==> src/rtl/rc4_pkg.sv <==
// Shared types and constants for the RC4 receive-side decrypt path.
package rc4_pkg;

  typedef enum logic [1:0] {
    WAIT_INIT = 2'd0,
    DROP      = 2'd1,
    RUN       = 2'd2
  } state_e;

  typedef logic [7:0] byte_t;

  localparam int RC4_DROP_N_DEF = 256;

endpackage

==> src/rtl/rc4_ks_fifo.sv <==
// Small synchronous keystream FIFO; head is a combinational read of the oldest entry.
module rc4_ks_fifo
  import rc4_pkg::*;
#(
  parameter int DEPTH = 4
) (
  input  logic  clk_i,
  input  logic  rst_i,
  input  logic  flush_i,
  input  logic  push_i,
  input  logic  pop_i,
  input  byte_t data_i,
  output byte_t head_o,
  output logic  full_o,
  output logic  empty_o
);

  localparam int AW = $clog2(DEPTH);

  byte_t       mem_q [DEPTH];
  logic [AW:0] wr_ptr_q, wr_ptr_d;
  logic [AW:0] rd_ptr_q, rd_ptr_d;
  logic        do_push, do_pop;

  // Pointers carry one extra wrap bit so full and empty are distinguishable.
  assign full_o  = (wr_ptr_q[AW] != rd_ptr_q[AW]) && (wr_ptr_q[AW-1:0] == rd_ptr_q[AW-1:0]);
  assign empty_o = (wr_ptr_q == rd_ptr_q);
  assign do_push = push_i & ~full_o;
  assign do_pop  = pop_i & ~empty_o;
  assign head_o  = mem_q[rd_ptr_q[AW-1:0]];

  always_comb begin
    wr_ptr_d = wr_ptr_q;
    rd_ptr_d = rd_ptr_q;
    if (flush_i) begin
      wr_ptr_d = '0;
      rd_ptr_d = '0;
    end else begin
      if (do_push) wr_ptr_d = wr_ptr_q + 1'b1;
      if (do_pop)  rd_ptr_d = rd_ptr_q + 1'b1;
    end
  end

  always_ff @(posedge clk_i) begin
    if (rst_i) begin
      wr_ptr_q <= '0;
      rd_ptr_q <= '0;
    end else begin
      wr_ptr_q <= wr_ptr_d;
      rd_ptr_q <= rd_ptr_d;
    end
  end

  always_ff @(posedge clk_i) begin
    if (do_push && !flush_i) mem_q[wr_ptr_q[AW-1:0]] <= data_i;
  end

endmodule

==> src/rtl/rc4_decrypt.sv <==
// RC4 stream decryptor: XORs ciphertext with buffered keystream one byte for one byte.
// Define RC4_DROP_EN to discard the first DROP_N keystream bytes after each init (RC4-drop[N]).
module rc4_decrypt
  import rc4_pkg::*;
#(
  parameter int  FIFO_DEPTH = 4,
  parameter int  CNT_W      = 16,
  parameter int  DROP_N     = RC4_DROP_N_DEF,
  localparam int DROP_W     = $clog2(DROP_N + 1)
) (
  input  logic              clk,
  input  logic              rst,
  input  logic              init_done,
  input  logic [7:0]        ks_data,
  input  logic              ks_valid,
  output logic              ks_ready,
  input  logic [7:0]        data_in,
  input  logic              valid,
  output logic              in_ready,
  output logic [7:0]        data_out,
  output logic              out_valid,
  input  logic              out_ready,
  output logic [CNT_W-1:0]  byte_count,
  output state_e            dbg_state_o,
  output logic [DROP_W-1:0] dbg_drop_cnt_o
);

  // Handshakes: a transfer happens on a rising clk edge where valid and ready are both high.
  // Sources hold data stable while valid is high and ready is low; ready never depends on
  // the same-cycle valid of its own channel.

  state_e             state_q, state_d;
  logic [DROP_W-1:0]  drop_cnt_q, drop_cnt_d;
  byte_t              data_out_q, data_out_d;
  logic               out_valid_q, out_valid_d;
  logic [CNT_W-1:0]   byte_count_q, byte_count_d;
  logic               fifo_full, fifo_empty, fifo_push;
  logic               ks_push, accept, flush;
  byte_t              fifo_head;

`ifdef RC4_DROP_EN
  localparam logic [DROP_W-1:0] DROP_LAST = DROP_W'(DROP_N - 1);
`endif

  assign flush    = ~init_done;
  assign ks_ready = (state_q != WAIT_INIT) & init_done & ~fifo_full;
  assign ks_push  = ks_valid & ks_ready;
  assign in_ready = (state_q == RUN) & ~fifo_empty & (~out_valid_q | out_ready);
  assign accept   = valid & in_ready;

  always_comb begin
    state_d    = state_q;
    drop_cnt_d = drop_cnt_q;
    fifo_push  = 1'b0;
    unique case (state_q)
      WAIT_INIT: begin
        if (init_done) begin
`ifdef RC4_DROP_EN
          state_d = DROP;
`else
          state_d = RUN;
`endif
        end
      end
      DROP: begin
`ifdef RC4_DROP_EN
        // Dropped bytes bypass the FIFO entirely; only the count advances.
        if (ks_push) begin
          drop_cnt_d = drop_cnt_q + 1'b1;
          if (drop_cnt_q == DROP_LAST) state_d = RUN;
        end
`else
        state_d = RUN;
`endif
      end
      RUN:     fifo_push = ks_push;
      default: state_d = WAIT_INIT;
    endcase
    if (!init_done) begin
      state_d    = WAIT_INIT;
      drop_cnt_d = '0;
    end
  end

  always_comb begin
    data_out_d   = data_out_q;
    out_valid_d  = out_valid_q;
    byte_count_d = byte_count_q;
    if (accept) begin
      data_out_d   = data_in ^ fifo_head;
      out_valid_d  = 1'b1;
      byte_count_d = byte_count_q + 1'b1;
    end else if (out_valid_q && out_ready) begin
      out_valid_d = 1'b0;
    end
    // Re-key clears the count but a pending output byte survives until consumed.
    if (!init_done) byte_count_d = '0;
  end

  always_ff @(posedge clk) begin
    if (rst) begin
      state_q      <= WAIT_INIT;
      drop_cnt_q   <= '0;
      data_out_q   <= '0;
      out_valid_q  <= 1'b0;
      byte_count_q <= '0;
    end else begin
      state_q      <= state_d;
      drop_cnt_q   <= drop_cnt_d;
      data_out_q   <= data_out_d;
      out_valid_q  <= out_valid_d;
      byte_count_q <= byte_count_d;
    end
  end

  rc4_ks_fifo #(.DEPTH(FIFO_DEPTH)) u_ks_fifo (
    .clk_i   (clk),
    .rst_i   (rst),
    .flush_i (flush),
    .push_i  (fifo_push),
    .pop_i   (accept),
    .data_i  (ks_data),
    .head_o  (fifo_head),
    .full_o  (fifo_full),
    .empty_o (fifo_empty)
  );

  assign data_out       = data_out_q;
  assign out_valid      = out_valid_q;
  assign byte_count     = byte_count_q;
  assign dbg_state_o    = state_q;
  assign dbg_drop_cnt_o = drop_cnt_q;

endmodule
==> config.mk <==
export PLATFORM = sky130hd
export DESIGN_NAME = rc4_decrypt
export DESIGN_NICKNAME = d
export VERILOG_FILES = /design/src/rtl/rc4_pkg.sv /design/src/rtl/rc4_ks_fifo.sv /design/src/rtl/rc4_decrypt.sv
export SDC_FILE = /design/constraint.sdc
export NUM_CORES = 1
export LEC_CHECK = 0
export ABC_AREA = 0
export ABC_CLOCK_PERIOD_IN_PS = 2200
export CAP_MARGIN = 10
export CORE_MARGIN = 5
export CORE_UTILIZATION = 40
export DETAILED_ROUTE_END_ITERATION = 16
export DONT_BUFFER_PORTS = 1
export HOLD_SLACK_MARGIN = 0.02
export PLACE_DENSITY = 0.65
export SETUP_SLACK_MARGIN = 0.5
export SLEW_MARGIN = 25
export SYNTH_ARGS = -nofsm -noshare
export SYNTH_HDL_FRONTEND = slang
export SYNTH_HIERARCHICAL = 1
export SYNTH_SLANG_ARGS = --single-unit
==> constraint.sdc <==
create_clock -name clk -period 2.2 [get_ports clk]
set_input_delay 0.22 -clock clk [delete_from_list [all_inputs] [get_ports clk]]
set_output_delay 0.22 -clock clk [all_outputs]
set_load 0.02 [all_outputs]
==> metrics.cfg, run 1 <==
[worst_hold_path]
min_path_type=input port to register

[clock_tree]
ctsLongestPathBuffers=2
clkSinkCount=66
cts-root-buf=clkbuf_8
cts_buffers=9
cts_tree=built
cts_max_level=3
insertion_delay_ns=0.34
clkTransAtPathRegs_ns=0.08

[setup_path]
path_cells=buf_4 -> xnor2_4 -> nor2_4 -> nor2_4 -> and2_4 -> buf_6 -> and3_4
cp_max_fo=8
r2r_setup_slack_ns=0.38
critPathMostFrequentCell=nor2_4
arrival_ns=1.87
path_class=register to register
endpoint_kind=register
critPathBufInv=2
max_stage_delay_ns=0.36
cpLargestDelayFamily=simple AND/OR/NAND/NOR gates
critPathSlowestCell=dfxtp_4
required_ns=2.24
crit_path_start_kind=register

[die]
die_h_um=96.36
row_count=31
coreArea_mm2=0.007253
dieWidth_um=96.36
dieArea_mm2=0.009284
io_pins=60
start_util=0.4112

[pwr]
p_leak_uw=0.001293
vdd_ir_drop_max_mv=0.4382
powerDensity_mw_per_mm2=657.8
p_total_uw=2574

[drt]
vias_per_cell=5.246
final_antenna_net_count=0
first_pass_iters=4
routed_wl_um=6635
first_iter_violations=108
route.vias.total=2109
routedWlPerCell_um=16.50
drc_errors=0

[yosys]
async_reset_ff_frac=0
yosysTopAreaCellShare=0.3221
synthFlopType=dfxtp_1
synthesis.area_mm2=0.002983
synth_top_area_cell=edfxtp_1
ys_types=40
syn_inst=256
synth_edf_count=32
syn_area_per_cell_um2=11.65
synthTopCellsByArea=edfxtp_1 (32%), dfxtp_1 (23%), mux4_2 (6.0%)
yosys_warnings=6
synth-seq-cells=66
ys_seq_area_frac=0.5503

[sta]
fin_ws_ns=0.3753
setup_violations=0
fin_tns_setup_ns=0
hold_viol=0
rsz0062_at_grt=true
clock.fmax_mhz=548.0
drv_slew=0
timing.final.crit_share=0.8294
skew_ns=0.01087
fin_crit_ns=1.825

[placed_design]
io_buffer_count=0
post-place-ws_ns=0.1746
dp_hpwl_um=4192
gp_congestion=0.8545
dpl-instance-area_mm2=0.003241

[global_route]
met2_usage=0.2553
met1_usage=0.1821
grt_use_met3=0.05629
grt_pass1_vias=2078
top_usage_layer=met2
grt_max_degree=20
grt_pass1_wl_um=10580
overflow=0
antenna_found_initial=0
track_usage=0.1532

[final_layout]
nets=326
diodes=0
syn_to_final_growth_pct=31.21
final_area_mm2=0.003914
fillers=615
drive_above_1_share=0.3564

[job]
drv_cap=0

[outcome]
outcome=finished, final reports clean

## stage by stage
step	hold WS [ns]	utilization	instances
2_1_floorplan	0.3189	-	265
5_1_grt	0.05130	0.5396	402
6_report	0.07042	0.5396	402
4_1_cts	0.05458	0.5215	397
3_5_place_dp	0.3004	0.4468	356
3_3_place_gp	0.2984	0.4468	356
## kinds of logic (layout without fill, tap and decap cells)
family / count (synthesis) / in the layout / synth area share
compound gates: 44 / 44 / 0.09354
mux: 9 / 9 / 0.06376
buf+inv: 26 / 62 / 0.04907
xor+xnor: 20 / 20 / 0.05873
fa+ha+maj: 6 / 6 / 0.02517
flops: 66 / 66 / 0.5503
simple gates: 84 / 86 / 0.1581
other cells: 1 / 10 / 0.001257
## cell usage after synthesis, types with 2 or more instances
library cell	instances
nand2_1	9
xor2_1	5
or3_1	8
nand4_1	8
nand3_1	8
clkbuf_1	5
o211ai_1	6
mux4_2	8
o21ai_0	9
xnor2_1	15
a21oi_1	11
nand2b_1	4
dfxtp_1	34
a31oi_1	5
a211oi_1	8
buf_2	2
a211o_1	2
and3_1	9
or2_2	2
edfxtp_1	32
nor4b_1	5
nor2_1	22
buf_4	10
ha_1	6
inv_1	6
or4_1	3
## worst reg2reg max path, stage by stage (launching register included)
cell and delay (ns):
dfxtp_4 0.36, buf_4 0.16, xnor2_4 0.25, nor2_4 0.06, nor2_4 0.12, and2_4 0.22, buf_6 0.11, and3_4 0.25
## final cells by class
cell class	instances	area (µm²)	share of cell area
Clock buffer	9	123.9	0.03165
Clock inverter	7	107.6	0.02749
Inverter	6	22.52	0.005754
Multi-Input combinational cell	175	1510	0.3859
Sequential cell	66	1673	0.4274
Tap cell	99	123.9	0.03165
Timing Repair Buffer	40	352.8	0.09015
## placed cells by master (no fill, tap or decap), types with 4 or more instances in the layout
| cell type | instances |
|---|---|
| o21ai_0 | 6 |
| mux4_2 | 8 |
| nand3_1 | 7 |
| a211oi_1 | 7 |
| xnor2_1 | 11 |
| a31oi_1 | 4 |
| dfxtp_2 | 4 |
| buf_4 | 23 |
| buf_6 | 8 |
| ha_1 | 5 |
| nor2_1 | 18 |
| edfxtp_1 | 32 |
| clkbuf_8 | 9 |
| nand4_1 | 8 |
| conb_1 | 10 |
| inv_1 | 6 |
| and3_4 | 6 |
| dfxtp_1 | 23 |
| or4_4 | 4 |
| a21oi_1 | 9 |
| or3_1 | 7 |
| nand2_1 | 6 |
| dfxtp_4 | 7 |
| o211ai_1 | 6 |
| dlygate4sd3_1 | 9 |
| xor2_1 | 4 |
## final timing paths
path,start,endpoint,depth (start not counted)
worst min-delay path,data_in[1],data_out[1],2
worst max register to register,u_ks_fifo/wr_ptr_q[2],u_ks_fifo/mem_q[2][0],7
worst min register to register,u_ks_fifo/rd_ptr_q[2],u_ks_fifo/rd_ptr_q[2],2
worst max-delay path,u_ks_fifo/wr_ptr_q[2],u_ks_fifo/mem_q[2][0],7
## report_power, final
| group | total (µW) | switching, µW | internal, µW |
|---|---|---|---|
| Clock | 1200 | 535 | 662 |
| Sequential | 1280 | 4.94 | 1280 |
| Combinational | 93.5 | 55.3 | 38.2 |
## what timing repair did
item	CTS	global route
buffers inserted	14	5
hold buffers	9	0
resized for setup	28	22
gates cloned	2	0
pin swaps	13	10
setup endpoints to repair	63	63
endpoints found under the hold margin	41	0
## registers in the layout, summed over array words and instances, names as in the netlist, named ones only
name / count
byte_count: 16
u_ks_fifo/rd_ptr_q: 3
u_ks_fifo/wr_ptr_q: 3
dbg_state_o: 1
u_ks_fifo/mem_q: 32
out_valid: 1
data_out: 8
## per-layer routing
| metal | up-vias | routed length (µm) |
|---|---|---|
| met1 | 1015 | 2722 |
| met4 | 0 | 75 |
| li1 | 1030 | - |
| met3 | 7 | 437 |
| met5 | - | 0 |
| met2 | 57 | 3399 |
No activity file was read; power rests on OpenSTA's default activity.
==> run 2: changes to the inputs <==
Settings changed: ABC_CLOCK_PERIOD_IN_PS 2200 to 1700, PLACE_DENSITY 0.65 to 0.63.
Clock period 2.2 ns to 1.7 ns, I/O delays scaled along.
==> run 2 against run 1 <==
Net effect: the flow now finishes with violations (setup timing); non-clock buffer count increased by 20; critical path type unchanged; die area unchanged; wire length increased by 0.75%; global-route usage decreased by 0.28 points; sequential share of layout area decreased by 1.8 points; largest power group unchanged; critical endpoint is now byte_count[10]; worst hold slack got worse by 0.0063 ns; critical path depth decreased by 2; via count increased by 5.2%; largest cell class unchanged; clock skew decreased by 0.0036 ns.
==> metrics.cfg, run 2 (synthesized netlist as in run 1, its figures left out) <==
[sta]
timing.final.crit_share=1.040  ; +0.2111
fin_ws_ns=-0.06878  ; -0.4441 ns
fin_tns_setup_ns=-1.062  ; -1.062 ns
skew_ns=0.007236  ; -0.003638 ns
rsz0062_at_grt=true
fin_crit_ns=1.769  ; -0.05589 ns
setup_violations=42  ; +42
hold_viol=0  ; unchanged
drv_slew=0  ; unchanged
clock.fmax_mhz=565.4  ; +3.2%

[placed_design]
io_buffer_count=0  ; unchanged
gp_congestion=0.7773  ; -9.0%
dp.cells=383  ; +7.6%
dp_hpwl_um=4597  ; +9.7%

[final_layout]
mostFrequentLayoutCell=buf_4
layout.area.seq_mm2=0.001657  ; -0.97%
multi_input_area_mm2=0.001500  ; -0.66%
nets=346  ; +6.1%
fin_cells=422  ; +5.0%
largest_reg_flops=32  ; unchanged
syn_to_final_growth_pct=35.78
layout_common_cells=buf_4 (40), edfxtp_1 (32), dfxtp_1 (24), nor2_1 (18), dlygate4sd3_1 (17)
diodes=0  ; unchanged
fillers=609  ; -0.98%
drive_above_1_share=0.3653  ; +0.008889

[job]
drv_cap=0  ; unchanged

[pwr]
p_total_uw=3279  ; +27%
powerDensity_mw_per_mm2=809.6  ; +23%
vdd_ir_drop_max_mv=0.6155  ; +40%
p_leak_uw=0.001375  ; +6.4%

[clock_tree]
clkSinkCount=66  ; unchanged
clkTransAtPathRegs_ns=0.08  ; about the same
cts_buffers=9  ; unchanged
cts-root-buf=clkbuf_8
cts_max_level=3  ; unchanged
cts_tree=built
insertion_delay_ns=0.34  ; about the same
ctsLongestPathBuffers=2  ; unchanged

[drt]
first_pass_iters=6  ; +2
first_iter_violations=89  ; -18%
final_antenna_net_count=0  ; unchanged
routed_wl_um=6685  ; +0.75%
drc_errors=0  ; unchanged
vias_per_cell=5.256  ; +0.18%
route.vias.total=2218  ; +5.2%
routedWlPerCell_um=15.84  ; -4.0%

[setup_path]
path_class=register to register
cpLargestDelayFamily=simple AND/OR/NAND/NOR gates
required_ns=1.98  ; -0.26 ns
critPathSlowestCell=or4_4
max_stage_delay_ns=0.58  ; +0.22 ns
critPathBufInv=0  ; -2
endpoint_kind=register
crit_path_start_kind=register
cp_max_fo=5  ; -3
path_cells=ha_2 -> nand3_2 -> or4_4 -> or3_1 -> a21oi_1
arrival_ns=2.05  ; +0.18 ns

[global_route]
grt_pass1_wl_um=10370  ; -2.0%
grt_max_degree=20  ; unchanged
antenna_found_initial=0  ; unchanged
track_usage=0.1505  ; -0.002770
overflow=0  ; unchanged
grt_pass1_vias=2129  ; +2.5%

[die]
io_pins=60  ; unchanged
dieArea_mm2=0.009284  ; unchanged
row_count=31  ; unchanged
dieWidth_um=96.36  ; unchanged
die_h_um=96.36  ; unchanged
coreArea_mm2=0.007253  ; unchanged
start_util=0.4112  ; unchanged

[outcome]
outcome=finished with violations
violations=setup timing

[worst_hold_path]
min_path_type=input port to register

run 2: cell count changes in the layout (fill, tap and decap cells not counted), sizes merged:
cell         previous run  this run
and2                    2         1
buf                    31        43
clkinv                  0         1
clkinvlp                1         2
dlygate4sd3             9        17
inv                    10         8
or4                     4         5
run 2: metrics by stage:
| step | util | instance area, µm² | hold WS (ns) | setup slack [ns] |
|---|---|---|---|---|
| floorplan | - | 3193 | 0.2689 | -0.2148 |
| detailed placement | 0.4775 | 3463 | 0.2499 | -0.1672 |
| CTS | 0.5487 | 3980 | 0.04385 | -0.06643 |
| global route | 0.5584 | 4050 | 0.04926 | -0.1427 |
| global placement | 0.4775 | 3463 | 0.2489 | -0.1191 |
| finish | 0.5584 | 4050 | 0.06414 | -0.06878 |
run 2: tightest hold or removal path, stage by stage:
cell and delay (ns):
nor2_1 0.03, nand3_1 0.07, o211ai_1 0.08
run 2: metal layers:
metal / global-route usage / vias to the layer above / part of all wire
met5: 0 / - / 0
met3: 0.05082 / 16 / 0.060
met1: 0.1719 / 1064 / 0.41
li1: - / 1071 / -
met4: 0.06893 / 0 / 0.022
met2: 0.2536 / 67 / 0.51
run 2: what timing repair did:
action                                  4_1_cts  5_1_grt
hold buffers                                 17        0
resized for setup                            23        9
setup buffers                                 1        3
endpoints found under the hold margin        43        0
cloned                                        2        0
pin swaps                                     0        4
endpoints found under the setup margin       67       68
run 2: final timing paths:
kind	from	end	slack (ns)	depth (start not counted)
max	byte_count[0]	byte_count[10]	-0.07	5
min	rst	u_ks_fifo/wr_ptr_q[0]	0.06	3
max reg2reg	byte_count[0]	byte_count[10]	-0.07	5
min reg2reg	byte_count[1]	byte_count[1]	0.54	2
run 2: power by group:
part / leakage [µW] / switching, µW / total, µW / internal (µW)
clock: 0.000106 / 636 / 1470 / 837
sequential: 0.000567 / 4.73 / 1670 / 1670
combinational: 0.000702 / 75.4 / 135 / 59.7
run 2: cell type report:
type | instances | share of cell area
repair buffers | 60 | 0.1288
inverters | 6 | 0.005561
clock inverters | 7 | 0.02502
flip-flops and latches | 66 | 0.4090
well taps | 99 | 0.03058
multi-input cells | 175 | 0.3704
clock buffers | 9 | 0.03058
==> run 3: changes to the inputs <==
--- a/config.mk
+++ b/config.mk
@@ -8,5 +8,4 @@
 export ABC_AREA = 0
 export ABC_CLOCK_PERIOD_IN_PS = 1700
-export CAP_MARGIN = 10
 export CORE_MARGIN = 5
 export CORE_UTILIZATION = 40
==> constraint.sdc (replaced) <==
create_clock -name clk -period 1.7 [get_ports clk]
set_input_delay 0.255 -clock clk [delete_from_list [all_inputs] [get_ports clk]]
set_output_delay 0.255 -clock clk [all_outputs]
set_load 0.02 [all_outputs]
==> run 3 against run 2 <==
Net effect: the flow still finishes with violations (setup timing); worst hold slack improved by 0.052 ns; first-iteration DRC count increased by 48%; wire length is 5.5% higher; register-to-register slack worse by 0.03 ns; critical path depth is 2 higher; worst setup slack worse by 0.028 ns; clock power decreased by 6%; clock-buffer cell count is the same; combinational power fell by 4%; sequential share of layout area decreased by 0.65 points; power shrank 3.2%; largest cell class unchanged.
==> metrics.cfg, run 3 (synthesized netlist as in run 1, its figures left out) <==
[global_route]
grt_max_degree=20  ; unchanged
grt_pass1_vias=2247  ; +5.5%
grt_pass1_wl_um=11270  ; +8.7%
overflow=0  ; unchanged
antenna_found_initial=0  ; unchanged
track_usage=0.1603  ; +0.009797

[setup_path]
path_class=register to register
rr_worst_depth=7  ; +2
endpoint=byte_count[9]
critPathBufInv=0  ; unchanged
crit_start=u_ks_fifo/wr_ptr_q[1]
max_stage_delay_ns=0.47  ; -0.11 ns
path_cells=xnor2_4 -> nand2_2 -> nor2_2 -> nand2b_4 -> or4_4 -> or3_1 -> a21oi_2
arrival_ns=2.07  ; +0.02 ns
r2r-start=u_ks_fifo/wr_ptr_q[1]
r2r_setup_slack_ns=-0.1  ; -0.03 ns
critPathSlowestCell=or4_4
r2r_end=byte_count[9]
endpoint_kind=register
cp.depth=7  ; +2
cpLargestDelayFamily=simple AND/OR/NAND/NOR gates
cp_max_fo=8  ; +3
crit_path_start_kind=register
required_ns=1.97  ; about the same

[outcome]
outcome=finished with violations
violations=setup timing

[clock_tree]
cts_tree=built
cts_buffers=9  ; unchanged
insertion_delay_ns=0.34  ; about the same
cts_max_level=3  ; unchanged
ctsLongestPathBuffers=2  ; unchanged
clkSinkCount=66  ; unchanged
clkTransAtPathRegs_ns=0.08  ; about the same
cts-root-buf=clkbuf_8

[placed_design]
io_buffer_count=0  ; unchanged
dp_hpwl_um=4710  ; +2.5%
gp_congestion=0.7979  ; +2.7%
dpl-instance-area_mm2=0.003501  ; +1.1%

[pwr]
p_total_uw=3173  ; -3.2%
powerDensity_mw_per_mm2=770.0  ; -4.9%
vdd_ir_drop_max_mv=0.6239  ; +1.4%
p_leak_uw=0.001396  ; +1.5%

[die]
coreArea_mm2=0.007253  ; unchanged
dieWidth_um=96.36  ; unchanged
die_h_um=96.36  ; unchanged
row_count=31  ; unchanged
io_pins=60  ; unchanged
dieArea_mm2=0.009284  ; unchanged
start_util=0.4112  ; unchanged

[final_layout]
mostFrequentLayoutCell=buf_4
fillers=585  ; -3.9%
multi_input_area_mm2=0.001554  ; +3.6%
syn_to_final_growth_pct=38.17
drive_above_1_share=0.4161  ; +0.05082
nets=345  ; -0.29%
utilization=0.5682  ; +0.009833
layout_common_cells=buf_4 (34), edfxtp_1 (32), dfxtp_1 (24), nor2_1 (17), buf_6 (15)
layout.area.seq_mm2=0.001659  ; +0.15%
final_area_mm2=0.004121  ; +1.8%
largest_reg_flops=32  ; unchanged
diodes=0  ; unchanged

[job]
drv_cap=0  ; unchanged

[drt]
vias_per_cell=5.366  ; +2.1%
routedWlPerCell_um=16.75  ; +5.7%
first_pass_iters=4  ; -2
drc_errors=0  ; unchanged
first_iter_violations=132  ; +48%
final_antenna_net_count=0  ; unchanged
routed_wl_um=7051  ; +5.5%
route.vias.total=2259  ; +1.8%

[sta]
skew_ns=0.006880  ; -0.0003558 ns
fin_crit_ns=1.797  ; +0.02809 ns
rsz0062_at_grt=true
fin_ws_ns=-0.09687  ; -0.02809 ns
drv_slew=0  ; unchanged
clock.fmax_mhz=556.5  ; -1.6%
timing.final.crit_share=1.057  ; +0.01652
setup_violations=12  ; -71%
hold_viol=0  ; unchanged

[worst_hold_path]
min_path_type=input port to register
hp-start=data_in[7]

==> run 3: cell count changes in the layout (fill, tap and decap cells not counted), sizes merged <==
| cell | before | now |
|---|---|---|
| inv | 8 | 10 |
| dlygate4sd3 | 17 | 9 |
| bufinv | 2 | 1 |
| clkinvlp | 2 | 1 |
| buf | 43 | 51 |
| or4 | 5 | 4 |
==> run 3: worst min-delay path by stage <==
stage / end / slack [ns] / cells past startpoint
final: data_out[7] / 0.12 / 2
after global routing: data_out[7] / 0.10 / 2
after CTS: data_out[3] / 0.1 / 2
after detailed placement: out_valid / 0.33 / 1
after global placement: out_valid / 0.33 / 1
after floorplan: u_ks_fifo/mem_q[0][0] / 0.35 / 0
==> run 3: repair_timing <==
item / CTS / global route
cloned: 0 / 1
hold buffers: 9 / 0
setup endpoints to repair: 69 / 68
gates resized for setup: 39 / 20
pin swaps: 13 / 5
setup buffers: 6 / 1
endpoints found under the hold margin: 41 / 0
==> run 3: through the flow <==
step | hold slack [ns] | setup TNS [ns] | cells | setup WS, ns
global placement | 0.3333 | -0.4812 | 388 | -0.1048
global route | 0.1045 | -3.429 | 421 | -0.1821
floorplan | 0.3539 | -3.632 | 265 | -0.2142
finish | 0.1158 | -0.7638 | 421 | -0.09687
CTS | 0.09925 | -0.7984 | 419 | -0.07727
detailed placement | 0.3338 | -0.8493 | 388 | -0.1636
==> run 3: layout make-up <==
cell class	count	share of cell area
flip-flops and latches	66	0.4026
well taps	99	0.03005
clock buffers	9	0.03005
inverters	6	0.005464
clock inverters	7	0.02034
repair buffers	60	0.1345
multi-input cells	174	0.3770
==> run 3: report_power, final <==
group | leakage, µW | switching [µW] | internal (µW)
logic | 0.000726 | 75.2 | 53.7
registers | 0.000567 | 4.50 | 1660
clock network | 0.000103 | 671 | 705
total | 0.00140 | 751 | 2420
==> run 3: worst register-to-register path, stage by stage, from the launching register on <==
cell	delay (ns)
dfxtp_4	0.37
xnor2_4	0.14
nand2_2	0.08
nor2_2	0.05
nand2b_4	0.15
or4_4	0.47
or3_1	0.35
a21oi_2	0.12
==> run 3: per-layer routing <==
metal  routed length, µm  global-route usage  vias to the layer above
li1                    -                   -                     1064
met1                2847              0.1929                     1107
met2                3582              0.2691                       78
met3                 516             0.04926                       10
met4                 105             0.05958                        0
met5                   0                   0                        -
==> edit: new RTL, config.mk and constraints of run 1 <==
`CNT_W`: 16 -> 18.
--- a/src/rtl/rc4_decrypt.sv
+++ b/src/rtl/rc4_decrypt.sv
@@ -6,3 +6,3 @@
   parameter int  FIFO_DEPTH = 4,
-  parameter int  CNT_W      = 16,
+  parameter int  CNT_W      = 18,
   parameter int  DROP_N     = RC4_DROP_N_DEF,
Ports: changed (resized byte_count); port bits go from 60 to 62. No check against the original RTL was run, so the function may have changed too.
==> edit against run 1 <==
Power down 4.1%; count of clock-buffer cells in the layout unchanged; setup slack worse by 0.0041 ns; final area increased by 3.9%; via count up 7.8%; first-iteration DRC count down 18%; wire length up 11%; sequential power is 3% higher; sequential cell count rose by 2; clock power is 12% lower; non-clock buffer count rose by 2; maximum frequency fell by 0.22%; area after synthesis up 3.6%; critical path type unchanged.
==> edit: results (changes against run 1) <==
| Metric | Value |
|---|---|
| Leakage component of the power | 1.33 nW (was 1.29 nW) |
| Flop+latch power | 1.32 mW (was 1.28 mW) |
| Worst Setup EP | byte_count[13] (was u_ks_fifo/mem_q[2][0]) |
| Number of nets in the layout | 342 (was 326) |
| Total detailed-routing wirelength | 7340 µm (was 6640 µm) |
| DRC marker count from the first detailed-route iteration | 89 (was 108) |
| Instance area at placement | 3350 µm² (was 3240 µm²) |
| HPWL after detailed placement | 4580 µm (was 4190 µm) |
| R2R cell count | 6 (was 7) |
| Combinational logic power | 0.0893 mW (was 0.0935 mW) |
| Result of the run | completed (unchanged) |
| Fmax | 0.547 GHz (was 0.548 GHz) |
| Ratio of cells with drive above 1 in the final layout | 37.6% (was 35.6%) |
| Mapped Cells | 269 (was 256) |
| Worst IR Drop VDD | 0.480 mV (was 0.438 mV) |
| Max FO, Critical Path | 5 (was 8) |
| Detailed-routed wire length on met3 | 478 µm (was 437 µm) |
| Routed length on met2 | 3770 µm (was 3400 µm) |
| PwrDens | 607 nW/µm² (was 658 nW/µm²) |
| Fraction of the yosys area taken by sequential cells | 54.4% (was 55.0%) |
| Wirelength per Cell | 17.4 µm (was 16.5 µm) |
| Library cell contributing the largest single delay on the critical path | sky130_fd_sc_hd__or4_4 (was sky130_fd_sc_hd__dfxtp_4) |
| Slowest cell delay on critical path | 0.43 ns (was 0.36 ns) |
| Core utilization of the finished layout | 53.4% (was 54.0%) |
| Power Internal | 1.89 mW (was 1.98 mW) |
==> edit: layout make-up <==
class / count / share of cell area (%)
Timing Repair Buffer: 42 / 9.63
Clock inverter: 7 / 1.97
Clock buffer: 9 / 3.05
Inverter: 5 / 0.462
Multi-Input combinational cell: 188 / 39.6
Tap cell: 102 / 3.14
Sequential cell: 68 / 42.1
==> edit: what timing repair did <==
item | 4_1_cts | 5_1_grt
pin swaps | 10 | 24
endpoints found under the setup margin | 65 | 62
resized for setup | 21 | 39
buffers inserted | 8 | 10
hold endpoints to repair | 41 | 0
cloned | 1 | 3
hold buffers | 9 | 0
==> edit: cell families after synthesis <==
logic type | count (synthesis) | synth area share [%]
AO/OA/AOI/OAI | 48 | 10.0
flip-flops | 68 | 54.4
other | 1 | 0.121
AND/OR/NAND/NOR | 92 | 16.3
multiplexers | 9 | 6.16
XOR/XNOR | 20 | 5.67
adder cells (fa/ha/maj) | 6 | 2.43
buffers and inverters | 25 | 4.82
